### config.mk
export PLATFORM = sky130hd
export DESIGN_NAME = uart_rx_flat
export DESIGN_NICKNAME = d
export VERILOG_FILES = /design/src/rtl/uart_rx_if.sv /design/src/rtl/uart_rx.sv /design/src/flat_wrapper.sv
export SDC_FILE = /design/constraint.sdc
export NUM_CORES = 1
export LEC_CHECK = 0
export ABC_AREA = 0
export CAP_MARGIN = 20
export CORE_ASPECT_RATIO = 1.2
export CORE_MARGIN = 2
export CORE_UTILIZATION = 60
export DETAILED_ROUTE_END_ITERATION = 10
export PLACE_DENSITY_LB_ADDON = 0.08
export REMOVE_ABC_BUFFERS = 1
export SLEW_MARGIN = 20
export SYNTH_ARGS = -nofsm -noshare
export SYNTH_HDL_FRONTEND = slang
export SYNTH_SLANG_ARGS = --single-unit
### constraint.sdc
create_clock -name clk -period 5.1 [get_ports clk]
set_clock_uncertainty 0.2 [all_clocks]
set_input_delay 0.51 -clock clk [delete_from_list [all_inputs] [get_ports clk]]
set_output_delay 0.51 -clock clk [all_outputs]
set_load 0.01 [all_outputs]
### src/rtl/uart_rx_if.sv
// Signal bundle between the UART receiver, its serial line and the parallel consumer.
interface uart_rx_if #(
  parameter int DATA_WIDTH = 8
);
  logic                  RX_IN;
  logic [5:0]            Prescale;
  logic                  PAR_EN;
  logic                  PAR_TYP;
  logic [DATA_WIDTH-1:0] P_DATA;
  logic                  data_vld;
  logic                  par_err;
  logic                  stp_err;

  modport master (
    output RX_IN, Prescale, PAR_EN, PAR_TYP,
    input  P_DATA, data_vld, par_err, stp_err
  );

  modport slave (
    input  RX_IN, Prescale, PAR_EN, PAR_TYP,
    output P_DATA, data_vld, par_err, stp_err
  );
endinterface

### src/rtl/uart_rx.sv
// Oversampling UART receiver: majority-voted bit centres, LSB-first deserialisation,
// optional even/odd parity check and stop-bit check with one-cycle result pulses.
module uart_rx #(
  parameter int DATA_WIDTH = 8
) (
  input logic      clk,
  input logic      reset,
  uart_rx_if.slave bus
);
  localparam int BW = (DATA_WIDTH > 1) ? $clog2(DATA_WIDTH) : 1;
  localparam logic [BW-1:0] LAST_BIT = BW'(DATA_WIDTH - 1);

  typedef enum logic [2:0] {IDLE, START, DATA, PARITY, STOP} state_e;

  state_e                state_q;
  logic                  sync1_q, sync2_q;
  logic [5:0]            edge_cnt_q;
  logic [5:0]            presc_q;
  logic [BW-1:0]         bit_cnt_q;
  logic                  par_en_q, par_typ_q;
  logic [2:0]            samp_q;
  logic [DATA_WIDTH-1:0] shift_q;
  logic [DATA_WIDTH-1:0] p_data_q;
  logic                  par_flag_q, stop_bad_q, done_q;
  logic                  data_vld_q, par_err_q, stp_err_q;

  logic [5:0]            presc_d;
  logic [5:0]            half;
  logic                  last_edge;
  logic                  bit_d;
  logic                  par_exp_d;
  logic [DATA_WIDTH-1:0] shift_d;

  always_comb begin
    presc_d = 6'd8;
    if (bus.Prescale == 6'd16 || bus.Prescale == 6'd32) presc_d = bus.Prescale;
  end

  assign half      = presc_q >> 1;
  assign last_edge = (edge_cnt_q == presc_q - 6'd1);
  assign bit_d     = (samp_q[0] & samp_q[1]) | (samp_q[0] & samp_q[2]) | (samp_q[1] & samp_q[2]);
  assign shift_d   = {bit_d, shift_q[DATA_WIDTH-1:1]};
  assign par_exp_d = par_typ_q ? ~^shift_q : ^shift_q;

  always_ff @(posedge clk) begin
    if (reset) begin
      // NOTE: synchronizer flops reset to the idle level so leaving reset never fakes a start bit.
      sync1_q    <= 1'b1;
      sync2_q    <= 1'b1;
      state_q    <= IDLE;
      edge_cnt_q <= '0;
      bit_cnt_q  <= '0;
      presc_q    <= 6'd8;
      par_en_q   <= 1'b0;
      par_typ_q  <= 1'b0;
      samp_q     <= '0;
      shift_q    <= '0;
      p_data_q   <= '0;
      par_flag_q <= 1'b0;
      stop_bad_q <= 1'b0;
      done_q     <= 1'b0;
      data_vld_q <= 1'b0;
      par_err_q  <= 1'b0;
      stp_err_q  <= 1'b0;
    end else begin
      sync1_q <= bus.RX_IN;
      sync2_q <= sync1_q;

      // NOTE: result pulses default low each cycle; only the frame-end branch raises them.
      data_vld_q <= 1'b0;
      par_err_q  <= 1'b0;
      stp_err_q  <= 1'b0;
      done_q     <= 1'b0;
      if (done_q) begin
        stp_err_q  <= stop_bad_q;
        par_err_q  <= par_flag_q;
        data_vld_q <= ~(stop_bad_q | par_flag_q);
        if (!(stop_bad_q | par_flag_q)) p_data_q <= shift_q;
      end

      if (state_q != IDLE) begin
        edge_cnt_q <= last_edge ? 6'd0 : edge_cnt_q + 6'd1;
        if (edge_cnt_q == half - 6'd2) samp_q[0] <= sync2_q;
        if (edge_cnt_q == half - 6'd1) samp_q[1] <= sync2_q;
        if (edge_cnt_q == half)        samp_q[2] <= sync2_q;
      end

      case (state_q)
        IDLE: begin
          if (!sync2_q) begin
            state_q    <= START;
            edge_cnt_q <= '0;
            presc_q    <= presc_d;
            par_en_q   <= bus.PAR_EN;
            par_typ_q  <= bus.PAR_TYP;
            par_flag_q <= 1'b0;
          end
        end
        START: begin
          if (last_edge) begin
            if (bit_d) begin
              state_q <= IDLE;
            end else begin
              state_q   <= DATA;
              bit_cnt_q <= '0;
            end
          end
        end
        DATA: begin
          if (last_edge) begin
            shift_q <= shift_d;
            if (bit_cnt_q == LAST_BIT) state_q <= par_en_q ? PARITY : STOP;
            else                       bit_cnt_q <= bit_cnt_q + BW'(1);
          end
        end
        PARITY: begin
          if (last_edge) begin
            par_flag_q <= bit_d ^ par_exp_d;
            state_q    <= STOP;
          end
        end
        STOP: begin
          if (last_edge) begin
            stop_bad_q <= ~bit_d;
            done_q     <= 1'b1;
            state_q    <= IDLE;
          end
        end
        default: state_q <= IDLE;
      endcase
    end
  end

  assign bus.P_DATA   = p_data_q;
  assign bus.data_vld = data_vld_q;
  assign bus.par_err  = par_err_q;
  assign bus.stp_err  = stp_err_q;
endmodule

### src/flat_wrapper.sv
// flat-port wrapper written by rule: the top's interface ports become plain ports
module uart_rx_flat 
#(
  parameter int DATA_WIDTH = 8
)
  (clk, reset, bus_RX_IN, bus_Prescale, bus_PAR_EN, bus_PAR_TYP, bus_P_DATA, bus_data_vld, bus_par_err, bus_stp_err);
  uart_rx_if #(.DATA_WIDTH(DATA_WIDTH)) bus_i ();
  input logic clk;
  input logic reset;
  input wire logic [$bits(bus_i.RX_IN)-1:0] bus_RX_IN;
  input wire logic [$bits(bus_i.Prescale)-1:0] bus_Prescale;
  input wire logic [$bits(bus_i.PAR_EN)-1:0] bus_PAR_EN;
  input wire logic [$bits(bus_i.PAR_TYP)-1:0] bus_PAR_TYP;
  output wire logic [$bits(bus_i.P_DATA)-1:0] bus_P_DATA;
  output wire logic [$bits(bus_i.data_vld)-1:0] bus_data_vld;
  output wire logic [$bits(bus_i.par_err)-1:0] bus_par_err;
  output wire logic [$bits(bus_i.stp_err)-1:0] bus_stp_err;
  assign bus_i.RX_IN = bus_RX_IN;
  assign bus_i.Prescale = bus_Prescale;
  assign bus_i.PAR_EN = bus_PAR_EN;
  assign bus_i.PAR_TYP = bus_PAR_TYP;
  assign bus_P_DATA = bus_i.P_DATA;
  assign bus_data_vld = bus_i.data_vld;
  assign bus_par_err = bus_i.par_err;
  assign bus_stp_err = bus_i.stp_err;
  uart_rx #(.DATA_WIDTH(DATA_WIDTH)) u_core (.clk(clk), .reset(reset), .bus(bus_i));
endmodule
==> results_dict.tcl <==
set metrics [dict create \
    outcome "complete, no violations" \
    finalSetupViolCount 0 \
    synth_top_family_by_area "simple AND/OR/NAND/NOR gates" \
    synth_fa_ha_area_share_pct 4.28 \
    synthXorXnorAreaFrac_pct 11.4 \
    leakage_nw 1.06 \
    crit_path_top_delay_cell "xnor3_1" \
    synth.area.mux_share_pct 4.71 \
    die_area_um2 4830 \
    r2r-start "u_core.presc_q[2]" \
    vias 2135 \
    period_minus_slack_ns 2.81 \
    antenna_found_initial 0 \
    p_int_mw 0.567 \
    postSynthCellCount 290 \
    swShare_pct 25.7 \
    grt_pass1_vias 2043 \
    place_ws_ns 2.22 \
    cts.sinks 47 \
    crit_end "u_core.bit_cnt_q[0]" \
    clkPwrFrac_pct 36.3 \
    slew_headroom_pct 46.7 \
    cp_max_fo 17 \
    rrSetupSlack_ns 2.29 \
    synth_cell_types 56 \
    cts_tree "yes" \
    num_io_pins 22 \
    start_util_pct 61.4 \
    synth_compound_area_share_pct 17.8 \
    h-tree-depth 2 \
    synth-main-ff-cell "dfxtp_1" \
    power_frac_seq_pct 51.6 \
    die_w_um 63.8 \
    cts_resized 0 \
    viasPerCell 6.00 \
    post_cts_buffers 0 \
    grt_pass1_wl_mm 9.47 \
    critPathLaunch "u_core.presc_q[2]" \
    final_nets 318 \
    p_switching_mw 0.196 \
    drv_slew 0 \
    synth_seq_cells 47 \
    gr-total-overflow 0 \
    yosys.area.top_type "dfxtp_1" \
    wl_met1_mm 2.42 \
    grt_max_degree 19 \
    drv_cap 0 \
    wl_mm 5.55 \
    drt_first_pass_iters 4 \
    critPathTopFamily "compound AO/OA/AOI/OAI gates" \
    reg2regPathDepth 7 \
    critPathRequiredTime_ns 5.08 \
    synth_most_common_cell "dfxtp_1" \
    cts_hold_buf 0 \
    num_antenna_cells 0 \
    yosysTopAreaCellShare_pct 36.5 \
    syn_area_per_cell_um2 8.88 \
    min_period_over_period_pct 55.2 \
    met2_length_mm 2.87 \
    clk_pin_slew_ns 0.08 \
    min_path_type "reg -> reg" \
    detail-route-antenna-nets 0 \
    synthArstFlopShare_pct 0 \
    drc 0 \
    synth_commonest_cells "dfxtp_1, nor2_1, a21oi_1, nand2_1, xnor2_1" \
    start_kind "flop" \
    die_y_um 75.8 \
    routed.top_layer "met4" \
    hpwl_mm 4.06 \
    worstMarginPinSlew_ns 0.792 \
    worst-path-stages 7 \
    synth_seq_area_share_pct 36.5 \
    finalHoldViolCount 0 \
    cellPowerDensity_nw_per_um2 263 \
    areaGrowthSynthToFinish_pct 12.4 \
    synth_edf_count 0 \
    cp_cell_sequence "inv_1, ha_1, a21boi_2, and2_1, xnor3_1, o41a_1, mux2_2" \
    layout-drive-gt1-share_pct 6.67 \
    cts_buffer_depth 2 \
    endpoint_kind "flop" \
    slowest_delay_ns 0.51 \
    synth_area_um2 2570 \
    cts-root-buf "clkbuf_8" \
    synth_area_leaders "dfxtp_1, xnor2_1, mux2i_1, nor2_1, a21oi_1" \
    synth.yosys.warnings 0 \
    r2r-end "u_core.bit_cnt_q[0]" \
    rsz0062_at_grt "false" \
    wl_met3_um 156 \
    crit_buf_inv 1 \
    grt_use_total_pct 24.9 \
    coreArea_um2 4200 \
    crit_type "reg -> reg" \
    clock_latency_ns 0.29 \
    comb_power_share_pct 12.1 \
    place_congestion 0.895 \
    cts_buffers 5 \
    max_freq_mhz 355 \
    arrival_ns 2.80 \
    drtIter0Drc 135 \
    port_buffers 21 \
    setup_slack_ns 2.29 \
    std_cell_rows 26 \
    vdd_drop_max_v 0.000206 \
    wl_per_cell_um 15.6 \
    fin_setup_tns_ns 0 \
    synthSimpleGateAreaFrac_pct 20.6 \
]
==> area by class of cell <==
| type | instances | area (um2) |
|---|---|---|
| repair buffers | 23 | 225 |
| flip-flops and latches | 47 | 941 |
| clock buffers | 6 | 82.6 |
| fillers | 364 | 1300 |
| multi-input cells | 214 | 1510 |
| clock inverters | 2 | 35.0 |
| well taps | 56 | 70.1 |
| inverters | 8 | 30.0 |
==> worst min path at each step <==
stage | from | end | slack [ns] | cells after the start
after global routing | u_core.sync1_q | u_core.sync2_q | 0.24 | 1
after CTS | u_core.sync1_q | u_core.sync2_q | 0.22 | 1
final | u_core.sync1_q | u_core.sync2_q | 0.22 | 1
after global placement | u_core.sync1_q | u_core.sync2_q | 0.19 | 1
after floorplan | u_core.sync1_q | u_core.sync2_q | 0.19 | 1
after detailed placement | u_core.sync1_q | u_core.sync2_q | 0.20 | 1
==> power by group through the flow <==
stage / sequential, mW / clock [mW] / combinational (mW)
2_1_floorplan: 0.397 / 0 / 0.0613
3_3_place_gp: 0.401 / 0 / 0.0904
3_5_place_dp: 0.402 / 0 / 0.0913
4_1_cts: 0.393 / 0.282 / 0.0914
5_1_grt: 0.396 / 0.294 / 0.104
6_report: 0.393 / 0.277 / 0.0922
==> metrics by stage <==
stage / util [%] / instances / hold slack (ns) / area (um2) / power, mW
after floorplan: - / 269 / 0.189 / 2480 / 0.458
after global placement: 66.2 / 348 / 0.191 / 2780 / 0.492
after detailed placement: 66.2 / 348 / 0.201 / 2780 / 0.493
after CTS: 69.0 / 356 / 0.222 / 2900 / 0.767
after global routing: 69.0 / 356 / 0.243 / 2900 / 0.794
final: 69.0 / 356 / 0.220 / 2900 / 0.762
==> cells by family after synthesis <==
family	after synthesis
compound gates	65
xor+xnor	27
fa+ha+maj	9
buf+inv	29
flops	47
mux	12
simple gates	101
==> placed cells by master, fill, tap and decap left out, drive strengths merged, types with 7 or more instances in the layout <==
cell type and instances:
clkdlybuf4s50 21, nand3 7, o21ai 8, o31ai 9, inv 8, a21oi 20, ha 8, dfxtp 47
xor2 8, nand2 16, mux2i 11, nor2 27, nand4 10, xnor2 16
==> flip-flops by register name (all words and copies together), names as in the netlist, 3 cells and up <==
register and cells:
u_core.samp_q 3, u_core.bus.P_DATA 8, u_core.state_q 3, u_core.edge_cnt_q 6, u_core.shift_q 8, u_core.presc_q 6
u_core.bit_cnt_q 3
==> routing by layer <==
metal  up-vias  track usage (%)
li1       1062                -
met3         9             3.25
met4         0             8.94
met2        44             46.1
met5         -                0
met1      1020             29.8
Note: power is estimated with default switching activity, not from simulation.
